--- src/rtl/hack_cpu_core.sv ---
// Multi-cycle Hack CPU: fetches over a req/valid port, executes A/C-instructions,
// and accesses data memory over a req/ready handshake with one request outstanding.
module hack_cpu_core #(
    parameter int                     PC_WIDTH = 15,
    parameter logic [PC_WIDTH-1:0]    RESET_PC = '0
) (
    input  logic                clk,
    input  logic                rst_n,
    output logic                instr_req,
    output logic [PC_WIDTH-1:0] pc,
    input  logic                instr_valid,
    input  logic [15:0]         instr,
    output logic                mem_req,
    output logic                writeM,
    output logic [PC_WIDTH-1:0] addressM,
    output logic [15:0]         outM,
    input  logic [15:0]         inM,
    input  logic                mem_ready,
    output logic [15:0]         a_reg,
    output logic [15:0]         d_reg
);

    typedef enum logic [2:0] {
        S_FETCH_IDLE,
        S_FETCH,
        S_EXEC,
        S_READ,
        S_WRITE
    } state_t;

    state_t              state_q, state_d;
    logic [15:0]         a_q, a_d;
    logic [15:0]         d_q, d_d;
    logic [15:0]         ir_q, ir_d;
    logic [15:0]         out_q, out_d;
    logic [PC_WIDTH-1:0] pc_q, pc_d;
    logic [PC_WIDTH-1:0] addr_q, addr_d;
    logic                ireq_q, ireq_d;
    logic                mreq_q, mreq_d;
    logic                wr_q, wr_d;

    logic                compute;
    logic [15:0]         alu_y;
    logic [15:0]         alu_out;
    logic                alu_zr, alu_ng;
    logic                jump;

    // Hack ALU: {zx,nx,zy,ny,f,no} applied to x and y.
    function automatic logic [15:0] hack_alu(input logic [15:0] x_in, input logic [15:0] y_in,
                                             input logic [5:0] ctl);
        logic [15:0] x, y, r;
        x = ctl[5] ? 16'h0000 : x_in;
        x = ctl[4] ? ~x : x;
        y = ctl[3] ? 16'h0000 : y_in;
        y = ctl[2] ? ~y : y;
        r = ctl[1] ? x + y : x & y;
        return ctl[0] ? ~r : r;
    endfunction

    // Memory operand is consumed on the same edge it arrives, so READ costs one cycle.
    assign alu_y   = (state_q == S_READ) ? inM : a_q;
    assign alu_out = hack_alu(d_q, alu_y, ir_q[11:6]);
    assign alu_zr  = (alu_out == 16'h0000);
    assign alu_ng  = alu_out[15];
    assign jump    = (ir_q[2] & alu_ng) | (ir_q[1] & alu_zr) | (ir_q[0] & ~alu_ng & ~alu_zr);

    always_comb begin
        // NOTE: every next-state value gets a default first so no path can infer a latch.
        state_d = state_q;
        a_d     = a_q;
        d_d     = d_q;
        ir_d    = ir_q;
        out_d   = out_q;
        pc_d    = pc_q;
        addr_d  = addr_q;
        ireq_d  = ireq_q;
        mreq_d  = mreq_q;
        wr_d    = wr_q;
        compute = 1'b0;

        case (state_q)
            S_FETCH_IDLE: begin
                state_d = S_FETCH;
                ireq_d  = 1'b1;
            end
            S_FETCH: begin
                if (instr_valid) begin
                    ir_d    = instr;
                    ireq_d  = 1'b0;
                    state_d = S_EXEC;
                end
            end
            S_EXEC: begin
                // Address is frozen here so a later write uses the pre-instruction A.
                addr_d = a_q[PC_WIDTH-1:0];
                if (!ir_q[15]) begin
                    a_d     = ir_q;
                    pc_d    = pc_q + 1'b1;
                    state_d = S_FETCH;
                    ireq_d  = 1'b1;
                end else if (ir_q[12]) begin
                    state_d = S_READ;
                    mreq_d  = 1'b1;
                    wr_d    = 1'b0;
                end else begin
                    compute = 1'b1;
                end
            end
            S_READ: begin
                if (mem_ready) begin
                    compute = 1'b1;
                    mreq_d  = 1'b0;
                end
            end
            S_WRITE: begin
                if (mem_ready) begin
                    mreq_d  = 1'b0;
                    wr_d    = 1'b0;
                    state_d = S_FETCH;
                    ireq_d  = 1'b1;
                end
            end
            default: state_d = S_FETCH_IDLE;
        endcase

        if (compute) begin
            if (ir_q[5]) a_d = alu_out;
            if (ir_q[4]) d_d = alu_out;
            pc_d = jump ? a_q[PC_WIDTH-1:0] : pc_q + 1'b1;
            if (ir_q[3]) begin
                out_d   = alu_out;
                state_d = S_WRITE;
                mreq_d  = 1'b1;
                wr_d    = 1'b1;
            end else begin
                state_d = S_FETCH;
                ireq_d  = 1'b1;
            end
        end
    end

    always_ff @(posedge clk or negedge rst_n) begin
        if (!rst_n) begin
            state_q <= S_FETCH_IDLE;
            a_q     <= '0;
            d_q     <= '0;
            ir_q    <= '0;
            out_q   <= '0;
            pc_q    <= RESET_PC;
            addr_q  <= '0;
            ireq_q  <= 1'b0;
            mreq_q  <= 1'b0;
            wr_q    <= 1'b0;
        end else begin
            // NOTE: non-blocking updates so every register samples pre-edge values.
            state_q <= state_d;
            a_q     <= a_d;
            d_q     <= d_d;
            ir_q    <= ir_d;
            out_q   <= out_d;
            pc_q    <= pc_d;
            addr_q  <= addr_d;
            ireq_q  <= ireq_d;
            mreq_q  <= mreq_d;
            wr_q    <= wr_d;
        end
    end

    assign instr_req = ireq_q;
    assign pc        = pc_q;
    assign mem_req   = mreq_q;
    assign writeM    = wr_q;
    assign addressM  = addr_q;
    assign outM      = out_q;
    assign a_reg     = a_q;
    assign d_reg     = d_q;

endmodule

--- config.mk ---
export PLATFORM = sky130hd
export DESIGN_NAME = hack_cpu_core
export DESIGN_NICKNAME = d
export VERILOG_FILES = /design/src/rtl/hack_cpu_core.sv
export SDC_FILE = /design/constraint.sdc
export NUM_CORES = 1
export LEC_CHECK = 0
export ABC_AREA = 1
export CAP_MARGIN = 20
export CORE_UTILIZATION = 25
export DETAILED_ROUTE_END_ITERATION = 8
export SETUP_SLACK_MARGIN = 0.3
export SLEW_MARGIN = 20
export SYNTH_ARGS = -nofsm -noshare
export SYNTH_HDL_FRONTEND = slang
export SYNTH_SLANG_ARGS = --single-unit
--- constraint.sdc ---
create_clock -name clk -period 4.5 [get_ports clk]
set_clock_uncertainty 0.05 [all_clocks]
set_input_delay 0.9 -clock clk [delete_from_list [all_inputs] [get_ports clk]]
set_output_delay 0.9 -clock clk [all_outputs]
set_load 0.02 [all_outputs]
==> flow_metrics.env, run 1 <==
export IMPL_synthMuxAreaShare_pct=1.525
export IMPL_ys_async_sr_fraction_pct=100.0
export IMPL_dieArea_um2=27250
export IMPL_synth_edf_count=0
export IMPL_fp_dieH_um=165.1
export IMPL_hold_buffers=0
export IMPL_synth_top_family_by_area="simple AND/OR/NAND/NOR gates"
export IMPL_worst_setup_path_end_kind="flop"
export IMPL_hold_path_class="reg2reg"
export IMPL_h_tree_depth=3
export IMPL_layout_common_cells="nand2_1, clkdlybuf4s50_1, inv_1, dfrtp_1, o21ai_0"
export IMPL_place_gp_congestion=0.9251
export IMPL_grt_pass1_wl_um=35520
export IMPL_grt_pass1_vias=6170
export IMPL_synth_area_um2=6648
export IMPL_hold_viol=0
export IMPL_grt_overflow=0
export IMPL_cp_required_ps=4690
export IMPL_timing_final_crit_share_pct=90.61
export IMPL_startpoint_type="flop"
export IMPL_clk_pin_slew_ps=70
export IMPL_diodes=0
export IMPL_cts_tree="built"
export IMPL_drt_initial_drc_count=521
export IMPL_yosys_area_top_type_share_pct=37.64
export IMPL_slew_viol_final=0
export IMPL_yosysWarnings=0
export IMPL_clockBufferDepth=2
export IMPL_max_slew_margin_pct=36.89
export IMPL_drc=0
export IMPL_synth_area_leaders="dfrtp_1, nand2_1, o21ai_0, nand3_1, inv_1"
export IMPL_synth_seq_area_share_pct=37.64
export IMPL_crit_type="reg2reg"
export IMPL_worstMarginPinSlew_ps=946.6
export IMPL_yosysTopAreaCell="dfrtp_1"
export IMPL_slowest_delay_ps=400
export IMPL_syn_to_final_growth_pct=37.87
export IMPL_final_nets=1124
export IMPL_core_area_um2=26060
export IMPL_port_buffers=116
export IMPL_io_pins=117
export IMPL_track_usage_pct=17.67
export IMPL_synthXorXnorAreaFrac_pct=6.324
export IMPL_cts_sinks=100
export IMPL_grt_max_degree=70
export IMPL_synthCells=928
export IMPL_via_per_inst=4.728
export IMPL_cts_root_buf="clkbuf_16"
export IMPL_grt_antenna_before_repair=0
export IMPL_fmax_mhz=245.3
export IMPL_yosys_area_share_adder_pct=3.501
export IMPL_num_vias=6657
export IMPL_post_route_min_period_ps=4077
export IMPL_yosysUniqueCellTypes=36
export IMPL_wl_per_cell_um=17.08
export IMPL_path_delay_family="simple AND/OR/NAND/NOR gates"
export IMPL_fill_cells=2725
export IMPL_cts_made_buffers=9
export IMPL_cp_buffers_inverters=5
export IMPL_place_detailed_hpwl_um=17250
export IMPL_routed_wl_um=24040
export IMPL_cp_slowest_cell="dfrtp_1"
export IMPL_crit_top_cell="nand2_2"
export IMPL_worstPathMaxFanout=7
export IMPL_synth_compound_area_share_pct=10.48
export IMPL_layout_drive_gt1_share_pct=19.29
export IMPL_final_common_cell="nand2_1"
export IMPL_die_x_um=165.1
export IMPL_cap_viol_max_count=0
export IMPL_antenna_left=0
export IMPL_clk_latency_ps=360
export IMPL_rsz0062_at_grt="true"
export IMPL_worst_endpoint_arrival_ps=4270
export IMPL_firstDrtPassIters=5
export IMPL_rows=59
export IMPL_ys_seq_elements=100
export IMPL_synthFlopType="dfrtp_1"
export IMPL_tns_ps=0
export IMPL_setup_viol=0
export IMPL_synth_simple_area_share_pct=31.45
export IMPL_synthesis_nets=982
export IMPL_status="finished clean"
export IMPL_start_util_pct=25.51
export IMPL_avgSynthCellArea_um2=7.163
==> per-layer routing <==
metal | GRT usage, % | vias up | share of wire (%) | wire length (um)
met5 | 0 | - | 0 | 0
met4 | 4.796 | 0 | 2.0 | 471
met3 | 3.422 | 25 | 6.4 | 1531
met2 | 27.14 | 227 | 45 | 10770
met1 | 25.05 | 3175 | 47 | 11270
li1 | - | 3230 | - | -
==> kinds of logic (layout without fill, tap and decap cells) <==
group           count (synthesis)  after routing
compound gates                134            134
mux                             9              9
fa+ha+maj                      18             18
simple gates                  466            467
buf+inv                       153            297
flops                         100            100
xor+xnor                       48             48
==> cell usage after synthesis, types with 2 or more instances <==
cell type    n
o22ai_1      2
buf_2        5
clkbuf_1    29
xnor2_1      7
inv_1      109
ha_1        17
o21ai_0     93
nor2_2       2
buf_1        2
buf_4        3
xor2_1      41
dfrtp_1    100
nand2_1    274
or2_2        3
mux2_2       9
and2_1       4
nand4_1      6
a21oi_1     33
nand3_2     16
nor3_1       5
o211ai_1     2
inv_2        3
nand3_1     89
nand2_2     22
nor2_1      41
==> path summary, 6_finish.rpt <==
check / startpoint / end / slack, ps / cells past startpoint
max: state_q[1]$_DFFE_PN0P_ / pc[6]$_DFFE_PN0P_ / 420 / 28
min: outM[0]$_DFFE_PN0P_ / outM[0]$_DFFE_PN0P_ / 430 / 2
max reg2reg: state_q[1]$_DFFE_PN0P_ / pc[6]$_DFFE_PN0P_ / 420 / 28
min reg2reg: outM[0]$_DFFE_PN0P_ / outM[0]$_DFFE_PN0P_ / 430 / 2
max in group asynchronous: rst_n / outM[3]$_DFFE_PN0P_ / 2730 / 2
min in group asynchronous: rst_n / addressM[8]$_DFFE_PN0P_ / 620 / 1
==> worst register-to-register path, delay by kind of cell (launching register included) <==
kind / cells / cell delay, ps
buffers and inverters: 5 / 630
xor gates and xnor gates: 1 / 170
adders and majority gates: 1 / 390
and+or+nand+nor: 19 / 2030
DFF: 1 / 400
AOI/OAI and AO/OA: 2 / 310
==> area by class of cell <==
cell class / instances / area (um^2) / area share (%)
Clock buffer: 10 / 229.0 / 2.498
Clock inverter: 4 / 52.55 / 0.5734
Inverter: 113 / 427.9 / 4.669
Multi-Input combinational cell: 676 / 3918 / 42.74
Sequential cell: 100 / 2502 / 27.30
Tap cell: 335 / 419.2 / 4.573
Timing Repair Buffer: 168 / 1602 / 17.47
Timing Repair inverter: 2 / 15.01 / 0.1638
==> metrics by stage <==
step	hold WS (ps)	instances	instance area [um^2]	setup WS, ps	util, %
2_1_floorplan	429.8	928	6648	873.9	-
3_5_place_dp	414.4	1363	8229	128.9	31.58
5_1_grt	466.1	1408	9165	174.5	35.17
3_3_place_gp	411.4	1363	8229	159.9	31.58
4_1_cts	429.3	1381	8591	309.4	32.97
6_report	426.1	1408	9165	422.6	35.17
==> timing repair <==
action,in CTS,in global routing
buffers inserted,3,24
resized for setup,7,110
gates cloned,1,3
pin swaps,0,52
endpoints found under the setup margin,15,15
Power of run 1 is not shown: default switching activity piles up to over one toggle a cycle in this logic, so the estimate is an artifact.
==> run 2, diff against run 1 <==
--- a/config.mk
+++ b/config.mk
@@ -10,7 +10,7 @@
 export CORE_UTILIZATION = 25
 export DETAILED_ROUTE_END_ITERATION = 8
 export SETUP_SLACK_MARGIN = 0.3
-export SLEW_MARGIN = 20
+export SLEW_MARGIN = 10
 export SYNTH_ARGS = -nofsm -noshare
 export SYNTH_HDL_FRONTEND = slang
 export SYNTH_SLANG_ARGS = --single-unit
==> results of run 2 <==
Same layout as run 1: the final DEF is identical, and so are final timing and power.
Power of run 2 is left out for the same reason.
==> run 3, diff against run 2 <==
--- a/config.mk
+++ b/config.mk
@@ -9,6 +9,7 @@
 export CAP_MARGIN = 20
 export CORE_UTILIZATION = 25
 export DETAILED_ROUTE_END_ITERATION = 8
+export HOLD_SLACK_MARGIN = 0.15
 export SETUP_SLACK_MARGIN = 0.3
 export SLEW_MARGIN = 10
 export SYNTH_ARGS = -nofsm -noshare
==> results of run 3 <==
Same layout as run 1: the final DEF is identical, and so are final timing and power.
Power of run 3 is left out for the same reason.
==> variant 1, RTL diff (settings of run 3) <==
`a_q`, `d_q`, `ir_q` and `addr_q` no longer have a reset.
--- a/src/rtl/hack_cpu_core.sv
+++ b/src/rtl/hack_cpu_core.sv
@@ -143,10 +143,6 @@
         if (!rst_n) begin
             state_q <= S_FETCH_IDLE;
-            a_q     <= '0;
-            d_q     <= '0;
-            ir_q    <= '0;
             out_q   <= '0;
             pc_q    <= RESET_PC;
-            addr_q  <= '0;
             ireq_q  <= 1'b0;
             mreq_q  <= 1'b0;
@@ -155,14 +151,17 @@
             // NOTE: non-blocking updates so every register samples pre-edge values.
             state_q <= state_d;
-            a_q     <= a_d;
-            d_q     <= d_d;
-            ir_q    <= ir_d;
             out_q   <= out_d;
             pc_q    <= pc_d;
-            addr_q  <= addr_d;
             ireq_q  <= ireq_d;
             mreq_q  <= mreq_d;
             wr_q    <= wr_d;
         end
+    end
+
+    always_ff @(posedge clk) begin
+        a_q    <= a_d;
+        d_q    <= d_d;
+        ir_q   <= ir_d;
+        addr_q <= addr_d;
     end
 
Function: differs if rst_n is asserted again (counterexample within 4 cycles, from zero or initial values and one cycle with rst_n low); with rst_n held inactive, the same outputs for 4 cycles.
==> variant 1 against run 3 <==
  * Area after synthesis shrank 4.1%
  * Worst setup slack gained 0.17 ns
  * Critical endpoint is now pc[9]$_DFFE_PN0P_
  * Sequential cell count unchanged
  * Routed wire length decreased by 13%
  * Via count fell by 5.8%
  * Design area decreased by 6.8%
  * Fmax grew 4.3%
==> variant 1: results (changes against run 3) <==
Placement
  • Placer congestion estimate: 0.903 (-2.4%)
  • Setup WS pre-CTS: 0.129 ns (-0.0000230 ns)
  • Post-DP HPWL: 15800 um (-8.2%)
  • Port Buf Inserts: 116 (unchanged)

GRT
  • Antenna violations before repair: 0 (unchanged)
  • Largest net degree at the start of global routing: 38 (-46%)
  • Vias in the first global route: 5724 (-7.2%)
  • Global-route wire length before repair: 31800 um (-10%)
  • Tot GR Track Use: 16.0% (-1.7 points)

Synth
  • Ys flop type: edfxtp_1
  • Syn. warnings: 0 (unchanged)
  • Fraction of registers with async set/reset: 37.0% (-63 points)
  • Sequential fraction of the synthesis area: 41.7% (+4.0 points)
  • Top post-synthesis cells by area: edfxtp_1 22%, nand2_1 15%, dfrtp_1 15%, nand3_1 8.9%, inv_1 7.2%
  • EDFF count, synth: 47 (+47)
  • Post-synth top cells: 249 x nand2_1, 123 x inv_1, 114 x nand3_1
  • Synth unique cells: 38 (+5.6%)
  • Syn_nets: 918 (-6.5%)

Timing
  • Slew @ Worst Pin: 0.913 ns (-0.0340 ns)

Critical path
  • Flop-to-flop setup slack: 0.59 ns (+0.17 ns)
  • Critical path peak fanout: 18 (+11)
  • R2r startpoint: state_q[2]$_DFFE_PN0P_
  • Data arrival time of the worst path: 4.11 ns (-0.16 ns)
  • Reg2reg end: pc[9]$_DFFE_PN0P_
  • Reg2reg path depth: 27 (-3.6%)
  • Slowest cell on the critical path: dfrtp_1

Drt
  • Initial drt markers: 596 (+14%)
  • Drt wl/cell: 15.8 um (-7.6%)
  • Vias/cell: 4.71 (-0.36%)
  • DRT Pass-1 Iters: 7 (+2)

Run status
  • Status: finished, final reports clean

Cells and area
  • # diodes: 0 (unchanged)
  • Share of post-route cells with drive strength above 1: 10.6% (-8.7 points)
  • Filler cell count: 2696 (-1.1%)
  • Final nets: 1050 (-6.6%)

Min path
  • Worst min-delay path startpoint: a_reg[9]$_DFF_P_
  • Hold EP: addressM[9]$_DFFE_PP_
  • Hold depth: 0 (-2)

CTS
  • TritonCTS buffer count: 9 (unchanged)
  • CTS root buffer: clkbuf_16
  • Clock buffer depth: 2 (unchanged)
  • Clock transition at path regs: 0.07 ns (about the same)

Pwr
  • Leak: 3.91 nW
  • Worst vdd ir: 0.339 mV
[variant 1: changes by cell type in the layout (fill, tap and decap cells not counted), sizes merged, moves of 6 or more]
cell and change:
edfxtp +47, clkinvlp -6, buf -18, nand2 -34, mux2 -9, inv +17
dfrtp -63, a21oi -8, nor2 -6, nand3 +13, o21ai -26, dfxtp +16
[variant 1: routing by layer]
metal,vias up,part of all wire [%],global-route usage [%]
met5,-,0,0
met4,0,1.5,4.07
met3,20,8.5,3.37
met2,259,43,24.2
met1,2946,46,23.1
li1,3045,-,-
[variant 1: how the worst max path moves through the flow]
stage / slack, ns / to / depth (start not counted) / start
after floorplan: 0.97 / pc[7]$_DFFE_PN0P_ / 23 / ir_q[10]$_DFFE_PP_
after global placement: 0.15 / pc[4]$_DFFE_PN0P_ / 26 / state_q[2]$_DFFE_PN0P_
after detailed placement: 0.13 / pc[8]$_DFFE_PN0P_ / 19 / inM[0]
after CTS: 0.34 / pc[8]$_DFFE_PN0P_ / 27 / state_q[2]$_DFFE_PN0P_
after global routing: 0.27 / pc[6]$_DFFE_PN0P_ / 28 / state_q[1]$_DFFE_PN0P_
final: 0.59 / pc[9]$_DFFE_PN0P_ / 27 / state_q[2]$_DFFE_PN0P_
[variant 1: critical path, delay by kind of cell, from the launching register on]
kind / cells / cell delay, ns
AND/OR/NAND/NOR: 18 / 1.97
buffers and inverters: 5 / 0.55
flip-flops: 1 / 0.40
adder cells (fa/ha/maj): 1 / 0.40
AO/OA/AOI/OAI: 2 / 0.25
XOR/XNOR: 1 / 0.18
[variant 1: area by class of cell]
| cell class | instances | share of cell area (%) |
|---|---|---|
| clock buffer | 12 | 3.38 |
| inverter | 126 | 5.57 |
| multi-input combinational | 609 | 38.1 |
| clock inverter | 4 | 0.410 |
| tap | 330 | 4.83 |
| sequential | 100 | 31.1 |
| timing repair buffer | 150 | 16.6 |
[variant 1: power by group]
group	total [mW]	switching [mW]	internal, mW
Combinational	4.62	2.84	1.78
Clock	0.843	0.379	0.464
Sequential	1.64	0.279	1.36
Total	7.10	3.50	3.60
[variant 1: cells by family after synthesis]
logic type,Yosys count,synth area share (%)
flops,100,41.7
fa+ha+maj,18,3.65
xor+xnor,47,6.45
compound gates,99,8.00
buf+inv,158,9.73
simple gates,442,30.5
[variant 1: metrics by stage]
step	utilization, %	hold WS (ns)	area, um^2	power, mW	instances
after floorplan	-	0.473	6380	4.34	864
after global routing	34.0	0.447	8540	7.66	1331
after CTS	33.0	0.421	8290	6.75	1315
final	34.0	0.419	8540	7.10	1331
after global placement	31.7	0.391	7960	5.82	1299
after detailed placement	31.7	0.407	7960	5.86	1299
[variant 1: repair_timing]
action,CTS,global route
endpoints found under the setup margin,15,15
cloned,0,3
buffers inserted,0,13
gates resized for setup,5,33
pin swaps,0,10
==> variant 2, RTL diff (settings of run 3) <==
Made on the original files. The parameter `PC_WIDTH` goes from 15 to 13.
--- a/src/rtl/hack_cpu_core.sv
+++ b/src/rtl/hack_cpu_core.sv
@@ -2,5 +2,5 @@
 // and accesses data memory over a req/ready handshake with one request outstanding.
 module hack_cpu_core #(
-    parameter int                     PC_WIDTH = 15,
+    parameter int                     PC_WIDTH = 13,
     parameter logic [PC_WIDTH-1:0]    RESET_PC = '0
 ) (
Ports: changed (resized addressM and pc); port bits go from 117 to 113. No check against the original RTL was run, so the function may have changed too.
==> variant 2 against run 3 <==
  * Area after synthesis down 4.7%
  * Routed wire length down 6.7%
  * Worst setup slack better by 0.14 ns
  * Sequential cell count shrank 4
  * Design area decreased by 5.7%
  * Utilization is essentially flat
  * Sequential share of layout area is 0.48 points higher
  * First-iteration DRC count fell by 19%
  * Count of clock-buffer cells in the layout grew 3
  * Critical endpoint is now pc[9]$_DFFE_PN0P_
Power is left out: the tool's default activity adds up to more than one toggle a clock period on the data nets, which glitch-free logic cannot reach.
==> variant 2: results (changes against run 3) <==
Synth
  • Top post-synthesis cells by area: dfrtp_1 38%, nand2_1 17%, nand3_1 7.3%, o21ai_0 7.0%, inv_1 6.5%
  • Syn_nets: 953 (-3.0%)
  • Synth unique cells: 35 (-2.8%)
  • Post-synth top cells: 280 x nand2_1, 109 x inv_1, 96 x dfrtp_1
  • Sequential fraction of the synthesis area: 37.9% (+0.27 points)
  • Post-synthesis mux area share: 1.78% (+0.25 points)
  • Compound-Gate Fraction of Synth Area: 10.8% (+0.28 points)
  • XOR/XNOR Fraction of Synth Area: 6.36% (+0.034 points)
  • Adder-Cell Fraction of Synth Area: 3.67% (+0.17 points)

Cells and area
  • Final nets: 1081 (-3.8%)
  • Filler cell count: 2617 (-4.0%)
  • # diodes: 0 (unchanged)

GRT
  • Antenna violations before repair: 0 (unchanged)
  • Global-route wire length before repair: 33100 um (-6.9%)
  • Vias in the first global route: 5847 (-5.2%)
  • Largest net degree at the start of global routing: 63 (-10%)
  • Tot GR Track Use: 17.0% (-0.70 points)

Min path
  • Worst min-delay path startpoint: addressM[5]$_DFFE_PN0P_
  • Hold EP: addressM[5]$_DFFE_PN0P_

Critical path
  • Critical path peak fanout: 9 (+2)
  • Reg2reg end: pc[9]$_DFFE_PN0P_
  • Data arrival time of the worst path: 4.13 ns (-0.14 ns)
  • Flop-to-flop setup slack: 0.56 ns (+0.14 ns)

Placement
  • Post-DP HPWL: 16400 um (-5.1%)
  • Area of placed instances: 7890 um^2 (-4.2%)
  • Placer congestion estimate: 0.938 (+1.4%)

Drt
  • Routed wire length: 22400 um (-6.7%)
  • Initial drt markers: 424 (-19%)

Run status
  • Status: finished, final reports clean

Timing
  • Slew @ Worst Pin: 0.978 ns (+0.0314 ns)
  • Hold Slack: 0.435 ns (+0.00912 ns)
==> variant 2: worst max path at each step <==
stage	from	end	slack (ns)	cells after the start
global placement	inM[0]	pc[11]$_DFFE_PN0P_	0.17	23
finish	state_q[1]$_DFFE_PN0P_	pc[9]$_DFFE_PN0P_	0.56	30
detailed placement	inM[0]	pc[1]$_DFFE_PN0P_	0.1	23
CTS	state_q[1]$_DFFE_PN0P_	pc[1]$_DFFE_PN0P_	0.34	28
floorplan	state_q[1]$_DFFE_PN0P_	pc[10]$_DFFE_PN0P_	0.99	29
global route	state_q[1]$_DFFE_PN0P_	pc[5]$_DFFE_PN0P_	0.24	30
==> variant 2: area by class of cell <==
cell class | count | area share, %
clock buffer | 13 | 2.78
clock inverter | 3 | 0.492
inverter | 112 | 4.91
multi-input combinational | 653 | 41.6
sequential | 96 | 27.8
tap | 324 | 4.69
timing repair buffer | 155 | 17.7
==> variant 2: metal layers <==
layer / vias to the layer above / global-route usage, % / part of all wire (%)
met4: 0 / 5.36 / 2.2
met2: 231 / 25.2 / 43
met1: 3079 / 24.4 / 47
met5: - / 0 / 0
met3: 28 / 3.49 / 7.6
li1: 3129 / - / -
==> variant 2: per-stage QoR <==
| step | utilization, % | setup WS, ns | instances |
|---|---|---|---|
| 6_report | 35.1 | 0.563 | 1356 |
| 4_1_cts | 33.2 | 0.336 | 1337 |
| 2_1_floorplan | - | 0.986 | 899 |
| 5_1_grt | 35.1 | 0.238 | 1356 |
| 3_3_place_gp | 32.1 | 0.166 | 1321 |
| 3_5_place_dp | 32.1 | 0.0957 | 1321 |
==> variant 2: logic make-up after synthesis <==
family / after synthesis
and+or+nand+nor: 447
DFF: 96
xor gates and xnor gates: 46
AOI/OAI and AO/OA: 131
muxes: 10
buffers and inverters: 151
adders and majority gates: 18
==> variant 2: repair_timing <==
item / 4_1_cts / 5_1_grt
endpoints found under the setup margin: 0 / 13
resized for setup: 0 / 79
buffers inserted: 0 / 15
==> variant 2: worst register-to-register path: cells and delay by family, from the launching register on <==
family	cells	cell delay [ns]
and+or+nand+nor	21	2.11
adders and majority gates	1	0.40
xor gates and xnor gates	1	0.15
buffers and inverters	5	0.55
DFF	1	0.37
AOI/OAI and AO/OA	2	0.21
